===== config.mk =====
export PLATFORM = sky130hd
export DESIGN_NAME = rx_serial_7o1
export DESIGN_NICKNAME = d
export VERILOG_FILES = /design/src/rtl/rx_serial_pkg.sv /design/src/rtl/rx_serial_7o1_tick_gen.sv /design/src/rtl/rx_serial_7o1.sv
export SDC_FILE = /design/constraint.sdc
export NUM_CORES = 1
export LEC_CHECK = 0
export BUFFER_PORTS_ARGS = -buffer_cell sky130_fd_sc_hd__buf_2
export CAP_MARGIN = 20
export CORE_MARGIN = 2
export CORE_UTILIZATION = 23
export DETAILED_ROUTE_END_ITERATION = 12
export HOLD_SLACK_MARGIN = 0.05
export SETUP_SLACK_MARGIN = 0.15
export SLEW_MARGIN = 30
export SYNTH_ARGS = -nofsm -noshare
export SYNTH_HDL_FRONTEND = slang
export SYNTH_SLANG_ARGS = --single-unit

===== constraint.sdc =====
create_clock -name clock -period 2.71 [get_ports clock]
set_input_delay 0.6775 -clock clock [delete_from_list [all_inputs] [get_ports clock]]
set_output_delay 0.6775 -clock clock [all_outputs]
set_load 0.005 [all_outputs]

===== src/rtl/rx_serial_pkg.sv =====
// Shared definitions for the 7O1 serial receiver: state codes, frame shape
// and the odd-parity helper.
package rx_serial_pkg;

    localparam int N_DADOS  = 7;
    localparam int N_PARADA = 1;
    // Odd parity: data bits plus parity bit must hold an odd number of ones.
    localparam logic PARIDADE_IMPAR = 1'b1;

    typedef enum logic [3:0] {
        INICIAL  = 4'd0,
        ESPERA   = 4'd1,
        CONFIRMA = 4'd2,
        RECEBE   = 4'd3,
        PARIDADE = 4'd4,
        PARADA   = 4'd5,
        ARMAZENA = 4'd6,
        QUEBRA   = 4'd7
    } estado_t;

    function automatic logic paridade_correta(input logic [N_DADOS-1:0] dado,
                                              input logic               bit_par);
        return (^{dado, bit_par}) == PARIDADE_IMPAR;
    endfunction

endpackage


===== src/rtl/rx_serial_7o1_tick_gen.sv =====
// Bit-timing counter: counts up to a selectable terminal value and pulses
// tick on the cycle it is reached, then wraps so consecutive bits stay aligned.
import rx_serial_pkg::*;

module rx_tick_gen #(
    parameter int M = 434,
    parameter int W = $clog2(M)
) (
    input  logic         clock,
    input  logic         reset,
    input  logic         clear,
    input  logic         enable,
    input  logic [W-1:0] ultimo,
    output logic         tick
);

    logic [W-1:0] cnt;
    logic         fim;

    assign fim  = (cnt == ultimo);
    // tick deliberately ignores clear: the FSM raises clear in response to tick.
    assign tick = enable & fim;

    always_ff @(posedge clock or negedge reset) begin
        if (!reset) begin
            cnt <= '0;
        end else if (clear) begin
            cnt <= '0;
        end else if (enable) begin
            cnt <= fim ? '0 : cnt + 1'b1;
        end
    end

endmodule


===== src/rtl/rx_serial_7o1.sv =====
// 7O1 asynchronous serial receiver: start bit, 7 data bits LSB first,
// odd parity, one stop bit; one-cycle pronto with parity/framing status.
import rx_serial_pkg::*;

module rx_serial_7o1 #(
    parameter int CICLOS_BIT = 434,
    parameter int META_BIT   = CICLOS_BIT / 2
) (
    input  logic               clock,
    input  logic               reset,
    input  logic               entrada_serial,
    output logic [N_DADOS-1:0] dado_recebido,
    output logic               pronto,
    output logic               paridade_ok,
    output logic               erro_parada,
    output logic [3:0]         db_estado
);

    localparam int WT = $clog2(CICLOS_BIT);
    localparam int WB = $clog2(N_DADOS);
    localparam logic [WT-1:0] ULT_BIT   = WT'(CICLOS_BIT - 1);
    localparam logic [WT-1:0] ULT_META  = WT'(META_BIT - 1);
    localparam logic [WB-1:0] ULT_DADOS = WB'(N_DADOS - 1);

    estado_t estado, prox;

    logic [1:0]         sinc;
    logic               linha;
    logic [N_DADOS-1:0] desloc;
    logic [WB-1:0]      n_bits;
    logic               bit_par;
    logic               bit_parada;

    logic               limpa_tick;
    logic               conta;
    logic               sel_meta;
    logic               tick;
    logic               limpa_bits;
    logic               amostra_dado;
    logic               amostra_par;
    logic               amostra_parada;

    assign linha     = sinc[1];
    assign db_estado = estado;

    rx_tick_gen #(
        .M (CICLOS_BIT),
        .W (WT)
    ) u_tick (
        .clock  (clock),
        .reset  (reset),
        .clear  (limpa_tick),
        .enable (conta),
        .ultimo (sel_meta ? ULT_META : ULT_BIT),
        .tick   (tick)
    );

    always_ff @(posedge clock or negedge reset) begin
        if (!reset) begin
            estado <= INICIAL;
        end else begin
            estado <= prox;
        end
    end

    always_comb begin
        prox           = estado;
        limpa_tick     = 1'b0;
        conta          = 1'b0;
        sel_meta       = 1'b0;
        limpa_bits     = 1'b0;
        amostra_dado   = 1'b0;
        amostra_par    = 1'b0;
        amostra_parada = 1'b0;
        case (estado)
            INICIAL: prox = ESPERA;
            ESPERA: begin
                limpa_tick = 1'b1;
                limpa_bits = 1'b1;
                if (!linha) prox = CONFIRMA;
            end
            CONFIRMA: begin
                conta    = 1'b1;
                sel_meta = 1'b1;
                if (tick) begin
                    // A line back at 1 by mid-start-bit was only a glitch.
                    if (linha) begin
                        prox = ESPERA;
                    end else begin
                        prox       = RECEBE;
                        limpa_tick = 1'b1;
                    end
                end
            end
            RECEBE: begin
                conta = 1'b1;
                if (tick) begin
                    amostra_dado = 1'b1;
                    if (n_bits == ULT_DADOS) prox = PARIDADE;
                end
            end
            PARIDADE: begin
                conta = 1'b1;
                if (tick) begin
                    amostra_par = 1'b1;
                    prox        = PARADA;
                end
            end
            PARADA: begin
                conta = 1'b1;
                if (tick) begin
                    amostra_parada = 1'b1;
                    prox           = ARMAZENA;
                end
            end
            ARMAZENA: prox = bit_parada ? ESPERA : QUEBRA;
            // A line stuck low after a bad stop bit must go high before rearming.
            QUEBRA: if (linha) prox = ESPERA;
            default: prox = INICIAL;
        endcase
    end

    always_ff @(posedge clock or negedge reset) begin
        if (!reset) begin
            sinc          <= 2'b11;
            desloc        <= '0;
            n_bits        <= '0;
            bit_par       <= 1'b0;
            bit_parada    <= 1'b0;
            dado_recebido <= '0;
            pronto        <= 1'b0;
            paridade_ok   <= 1'b0;
            erro_parada   <= 1'b0;
        end else begin
            sinc   <= {sinc[0], entrada_serial};
            pronto <= (estado == ARMAZENA);
            if (limpa_bits) begin
                n_bits <= '0;
            end else if (amostra_dado) begin
                desloc <= {linha, desloc[N_DADOS-1:1]};
                n_bits <= n_bits + 1'b1;
            end
            if (amostra_par)    bit_par    <= linha;
            if (amostra_parada) bit_parada <= linha;
            if (estado == ARMAZENA) begin
                dado_recebido <= desloc;
                paridade_ok   <= paridade_correta(desloc, bit_par);
                erro_parada   <= ~bit_parada;
            end
        end
    end

endmodule


==> reports/results.ini, run 1 <==
[worst_setup_path]
cp_slowest_stage_delay_ps = 520
reg2reg_depth = 5
worstSetupPathDepth = 5
crit_type = reg -> reg
path_cells = or3b_4, nor4_4, o21ai_1, nor3_1, mux2_2
crit_start = db_estado[0]
critPathTopFamily = simple AND/OR/NAND/NOR gates
timing.rr.start = db_estado[0]
critical_path.max_fanout = 12
path_buf_inv = 0
rrSetupSlack_ps = 420
crit_end = bit_parada
end_kind = flop
worstPathArrival_ps = 2470
crit_required_ps = 2890
slowest_stage = dfrtp_1
crit_path_start_kind = flop
r2r-end = bit_parada

[logic_synthesis]
post_synth.cell_area_avg_um2 = 10.1
synth.area.top_cells = dfrtp_1 44%, mux2_2 8.7%, nand2_1 4.4%
synth-seq-area-share_pct = 46.6
synth_edf_count = 0
ys.warnings.count = 0
synth_area_leader_cell = dfrtp_1
synthArstFlopShare_pct = 100
ys_ff_latch = 36
synth.most_common_cell = dfrtp_1
synth_nets = 201
synth_ff_type = dfrtp_1
netlist.area_leader.share_pct = 43.8
synthCells = 193
syn_area_um2 = 1940
ys_top_cells_by_count = 34 x dfrtp_1, 23 x nand2_1, 15 x mux2_2, 11 x o21ai_0
synth.distinct_cells = 46

[clocking]
cts_resized = 0
cts_buffers = 5
cts_root_buffer = clkbuf_8
hold_buffers = 0
cts_max_path_buffers = 2
postCtsSetupBuffers = 0
htreeDepth = 2
cts.sinks = 36
clk_pin_slew_ps = 70
cts_tree = yes
clk_latency_ps = 290

[run]
max_cap_violations = 0

[drt]
num_vias = 1532
drt_iter0_drc = 103
drc = 0
ant_nets = 0
dr.pass1.iters = 4
vias_per_cell = 4.82
drt-total-wl_um = 4220
wl_per_cell_um = 13.3

[finish]
drive_above_1_share_pct = 23.9
syn_to_final_growth_pct = 16.2
fill_cells = 842
fin_nets = 220
post-route-util_pct = 27.4
final_area_um2 = 2250
multi_input_area_um2 = 977
antenna_cells = 0
layout.area.seq_um2 = 903
stdcell_count = 318

[timing]
setup_ws_ps = 417
fin_hold_ws_ps = 358
fin_setup_tns_ps = 0
hold_viol_final = 0
setup_violations = 0
rsz0062_at_grt = false
fin_crit_sh_pct = 84.6
drv_slew = 0
tightest_slew_ps = 814
max_freq_mhz = 436
final.min_clock_period_ps = 2290
max_slew_margin_pct = 45.7
fin_skew_ps = 4.35

[pwr]
p_total_mw = 1.55
ir_worst_vdd_mv = 0.226
cellLeakagePower_nw = 1.03
power.density_nw_per_um2 = 688

[hold_path]
min_path_type = reg -> reg

[grt]
grt_max_degree = 37
met2_usage_pct = 15.9
grt_pass1_vias = 1507
met1_usage_pct = 13.0
antenna_found_initial = 0
top_usage_layer = met2
grt_util_all_layers_pct = 10.2
grt_pass1_wl_um = 7240
grt-ovfl-total = 0
grt_util_met3_pct = 2.58

[placed_design]
dp_hpwl_um = 2920
placed_cells = 310
pre_cts_ws_ps = 426
numPortBuffers = 15
place_area_um2 = 2150
gp_congestion = 0.869

[die]
io-pin-count = 17
die_area_um2 = 9190
start_util_pct = 23.6
die_w_um = 95.9
die_h_um = 95.9
core-area_um2 = 8220
row_count = 33

[run_status]
status = complete, no violations

==> worst min-delay path by stage <==
stage,depth (start not counted),slack [ps],endpoint,from
2_1_floorplan,0,350,sinc[1],sinc[0]
3_3_place_gp,0,350,sinc[1],sinc[0]
3_5_place_dp,0,350,sinc[1],sinc[0]
4_1_cts,0,360,sinc[1],sinc[0]
5_1_grt,0,370,sinc[1],sinc[0]
6_report,0,360,sinc[1],sinc[0]
==> state kept, by name, summed over array words and instances (netlist names) <==
register / count
bit_parada: 1
erro_parada: 1
sinc: 2
dado_recebido: 7
bit_par: 1
pronto: 1
desloc: 7
db_estado: 3
n_bits: 3
u_tick.cnt: 9
paridade_ok: 1
==> metal layers <==
metal	up-vias	wire length, µm
li1	733	-
met1	754	1870
met2	40	2060
met3	5	217
met4	0	77
met5	-	0
==> logic make-up after synthesis <==
logic type | synth area share, %
AO/OA/AOI/OAI | 14.4
XOR/XNOR | 3.16
adder cells (fa/ha/maj) | 3.22
buffers and inverters | 3.09
flip-flops | 46.6
multiplexers | 10.4
other | 0.193
AND/OR/NAND/NOR | 19.0
==> worst register-to-register path, stage by stage (launching register included) <==
cell     delay [ps]
dfrtp_1         520
or3b_4          490
nor4_4          350
o21ai_1         210
nor3_1          260
mux2_2          360
==> placed cells by master, fill, tap and decap left out, types with 4 or more instances in the layout <==
cell type and instances:
clkbuf_8 5, buf_2 15, inv_1 7, a21oi_1 9, a31oi_1 8, nand3_1 6, nand2_1 23, nor3_1 7
buf_4 4, o211ai_1 4, ha_1 5, nor2_1 9, xnor2_1 7, o21ai_0 11, mux2_2 15, dfrtp_1 34
==> where the power goes <==
group	switching [mW]	internal [mW]	leakage, nW
combinational	0.236	0.156	0.492
sequential	0.0977	0.589	0.482
clock	0.200	0.273	0.0552
==> area by class of cell <==
type | count | area share, %
Multi-Input combinational cell | 142 | 43.3
Sequential cell | 36 | 40.1
Tap cell | 105 | 5.83
Timing Repair Buffer | 19 | 4.66
Clock buffer | 6 | 3.22
Clock inverter | 2 | 1.55
Inverter | 8 | 1.33
(Power assumes the default switching activity.)
==> inputs of run 2 (changes only) <==
ABC_AREA = 1   (was unset)
clock period = 2.05 ns   (was 2.71 ns; I/O delays follow)
==> reports/results.ini, run 2 <==
[logic_synthesis]
synth_top_family_by_area = simple AND/OR/NAND/NOR gates  ; unchanged
synth_fa_ha_area_share_pct = 3.08  ; was 3.22%
synth_nets = 262  ; was 201
synth_mux_area_share_pct = 0.492  ; was 10.4%
yosys.area_share.simple_pct = 26.6  ; was 19.0%
synth.distinct_cells = 35  ; was 46
synth_compound_area_share_pct = 9.97  ; was 14.4%
synth.most_common_cell = nand2_1  ; was dfrtp_1
synthArstFlopShare_pct = 100  ; unchanged
synth_area_leader_cell = dfrtp_1  ; unchanged
post_synth.cell_area_avg_um2 = 8.00  ; was 10.1 µm²
synthXorXnorAreaFrac_pct = 5.60  ; was 3.16%
synthCells = 254  ; was 193
syn_area_um2 = 2030  ; was 1940 µm²
synth_ff_type = dfrtp_1  ; unchanged
synth_edf_count = 0  ; unchanged
netlist.area_leader.share_pct = 41.8  ; was 43.8%
ys.warnings.count = 0  ; unchanged
synth.area.top_cells = dfrtp_1 42%, nand2_1 11%, inv_1 7.8%  ; was dfrtp_1 44%, mux2_2 8.7%, nand2_1 4.4%
ys_top_cells_by_count = 62 x nand2_1, 42 x inv_1, 34 x dfrtp_1, 18 x o21ai_0, 17 x nand3_1  ; was 34 x dfrtp_1, 23 x nand2_1, 15 x mux2_2, 11 x o21ai_0
ys_ff_latch = 36  ; unchanged
synth-seq-area-share_pct = 44.4  ; was 46.6%

[hold_path]
min_path_type = in -> async  ; was reg -> reg

[timing]
max_freq_mhz = 578  ; was 436 MHz
fin_setup_tns_ps = 0  ; unchanged
fin_skew_ps = 11.3  ; was 4.35 ps
setup_violations = 0  ; unchanged
fin_crit_sh_pct = 84.3  ; was 84.6%
drv_slew = 0  ; unchanged
final.min_clock_period_ps = 1730  ; was 2290 ps
hold_viol_final = 0  ; unchanged
rsz0062_at_grt = false  ; unchanged

[clocking]
cts_buffers = 5  ; unchanged
cts_root_buffer = clkbuf_8  ; unchanged
cts.sinks = 36  ; unchanged
htreeDepth = 2  ; unchanged
cts_tree = yes  ; unchanged
cts_max_path_buffers = 2  ; unchanged
clk_latency_ps = 280  ; was 290 ps
clk_pin_slew_ps = 80  ; was 70 ps

[drt]
num_vias = 1633  ; was 1532
dr.pass1.iters = 5  ; was 4
vias_per_cell = 4.25  ; was 4.82
drt-total-wl_um = 3980  ; was 4220 µm
drc = 0  ; unchanged
ant_nets = 0  ; unchanged
drt_iter0_drc = 80  ; was 103
wl_per_cell_um = 10.4  ; was 13.3 µm

[finish]
syn_to_final_growth_pct = 15.5  ; was 16.2%
drive_above_1_share_pct = 15.6  ; was 23.9%
reg_top3 = u_tick.cnt x9, dado_recebido x7, desloc x7  ; unchanged
final_common_cell = nand2_1  ; was dfrtp_1
fin_nets = 283  ; was 220
regMostFlops = u_tick.cnt  ; unchanged
final_cell_mix = 62 x nand2_1, 42 x inv_1, 33 x dfrtp_1  ; was 34 x dfrtp_1, 23 x nand2_1, 15 x mux2_2, 15 x buf_2, 11 x o21ai_0
post-route-util_pct = 27.2  ; was 27.4%
antenna_cells = 0  ; unchanged
largest_register_ffs = 9  ; unchanged

[placed_design]
numPortBuffers = 15  ; unchanged
gp_congestion = 0.815  ; was 0.869
dp_hpwl_um = 3050  ; was 2920 µm

[worst_setup_path]
crit_type = reg -> reg  ; unchanged
cp_slowest_stage_delay_ps = 470  ; was 520 ps
worst_path_most_repeated_cell = inv_1
end_kind = flop  ; unchanged
slowest_stage = dfrtp_1  ; unchanged
critical_path.max_fanout = 18  ; was 12
crit_path_start_kind = flop  ; unchanged
worstPathArrival_ps = 1900  ; was 2470 ps
critPathTopFamily = simple AND/OR/NAND/NOR gates  ; unchanged
path_buf_inv = 2  ; was 0
path_cells = inv_1, nand4_1, o21ai_4, nand3_2, nor2_4, nand2_4, o21ai_0, inv_1  ; was or3b_4, nor4_4, o21ai_1, nor3_1, mux2_2
crit_required_ps = 2220  ; was 2890 ps

[die]
start_util_pct = 23.5  ; was 23.6%
io-pin-count = 17  ; unchanged
die_w_um = 98.0  ; was 95.9 µm
die_area_um2 = 9610  ; was 9190 µm²
row_count = 34  ; was 33
core-area_um2 = 8640  ; was 8220 µm²
die_h_um = 98.0  ; was 95.9 µm

[grt]
grt_max_degree = 20  ; was 37
antenna_found_initial = 0  ; unchanged
grt_util_all_layers_pct = 8.92  ; was 10.2%
grt-ovfl-total = 0  ; unchanged
grt_pass1_wl_um = 7160  ; was 7240 µm
grt_pass1_vias = 1580  ; was 1507

[run_status]
status = complete, no violations  ; unchanged

[pwr]
cellLeakagePower_nw = 1.28  ; was 1.03 nW
power.density_nw_per_um2 = 933  ; was 688 nW/µm²
ir_worst_vdd_mv = 0.321  ; was 0.226 mV
p_total_mw = 2.19  ; was 1.55 mW

[run]
max_cap_violations = 0  ; unchanged

run 2: routing by layer:
metal | GRT usage (%) | part of all wire (%)
met2 | 14.5 | 46
met3 | 2.58 | 4.7
met4 | 2.03 | 0.70
met5 | 0 | 0
met1 | 11.8 | 49
run 2: cell type report:
cell class	instances	area, µm²
tap	108	135
fill	921	6290
sequential	36	905
multi-input combinational	170	937
timing repair buffer	18	110
inverter	44	168
clock inverter	1	7.51
clock buffer	7	86.3
run 2: repair_timing:
action                                  CTS  global route
endpoints found under the setup margin    0            10
buffers inserted                          0             0
hold buffers                              0             0
resized for setup                         0             2
run 2: path summary, 6_finish.rpt:
kind / startpoint / end / slack (ps) / cells past startpoint
setup reg to reg: u_tick.cnt[5] / desloc[0] / 320 / 8
hold reg to reg: sinc[0] / sinc[1] / 360 / 0
max in group asynchronous: reset / bit_par / 1420 / 2
min in group clock: entrada_serial / sinc[0] / 330 / 1
setup / recovery: u_tick.cnt[5] / desloc[0] / 320 / 8
hold / removal: reset / u_tick.cnt[0] / 170 / 1
run 2: power by group:
group	internal, mW	switching [mW]
Combinational	0.264	0.552
Sequential	0.779	0.0713
Clock	0.273	0.251
Total	1.32	0.874
run 2: cells by family (layout without fill, tap and decap cells):
| family | Yosys count | count (layout) |
|---|---|---|
| xor gates and xnor gates | 13 | 13 |
| other | 1 | 1 |
| muxes | 1 | 1 |
| adders and majority gates | 5 | 5 |
| and+or+nand+nor | 115 | 115 |
| AOI/OAI and AO/OA | 35 | 35 |
| DFF | 36 | 36 |
| buffers and inverters | 48 | 70 |
run 2: per-stage QoR:
step                instance area [µm²]  std cells  hold WS (ps)  setup WS (ps)
floorplan                          2030        254           217            440
global placement                   2250        376           349            330
detailed placement                 2250        376           347            268
CTS                                2340        384           184            256
global route                       2350        384           197            173
finish                             2350        384           172            321
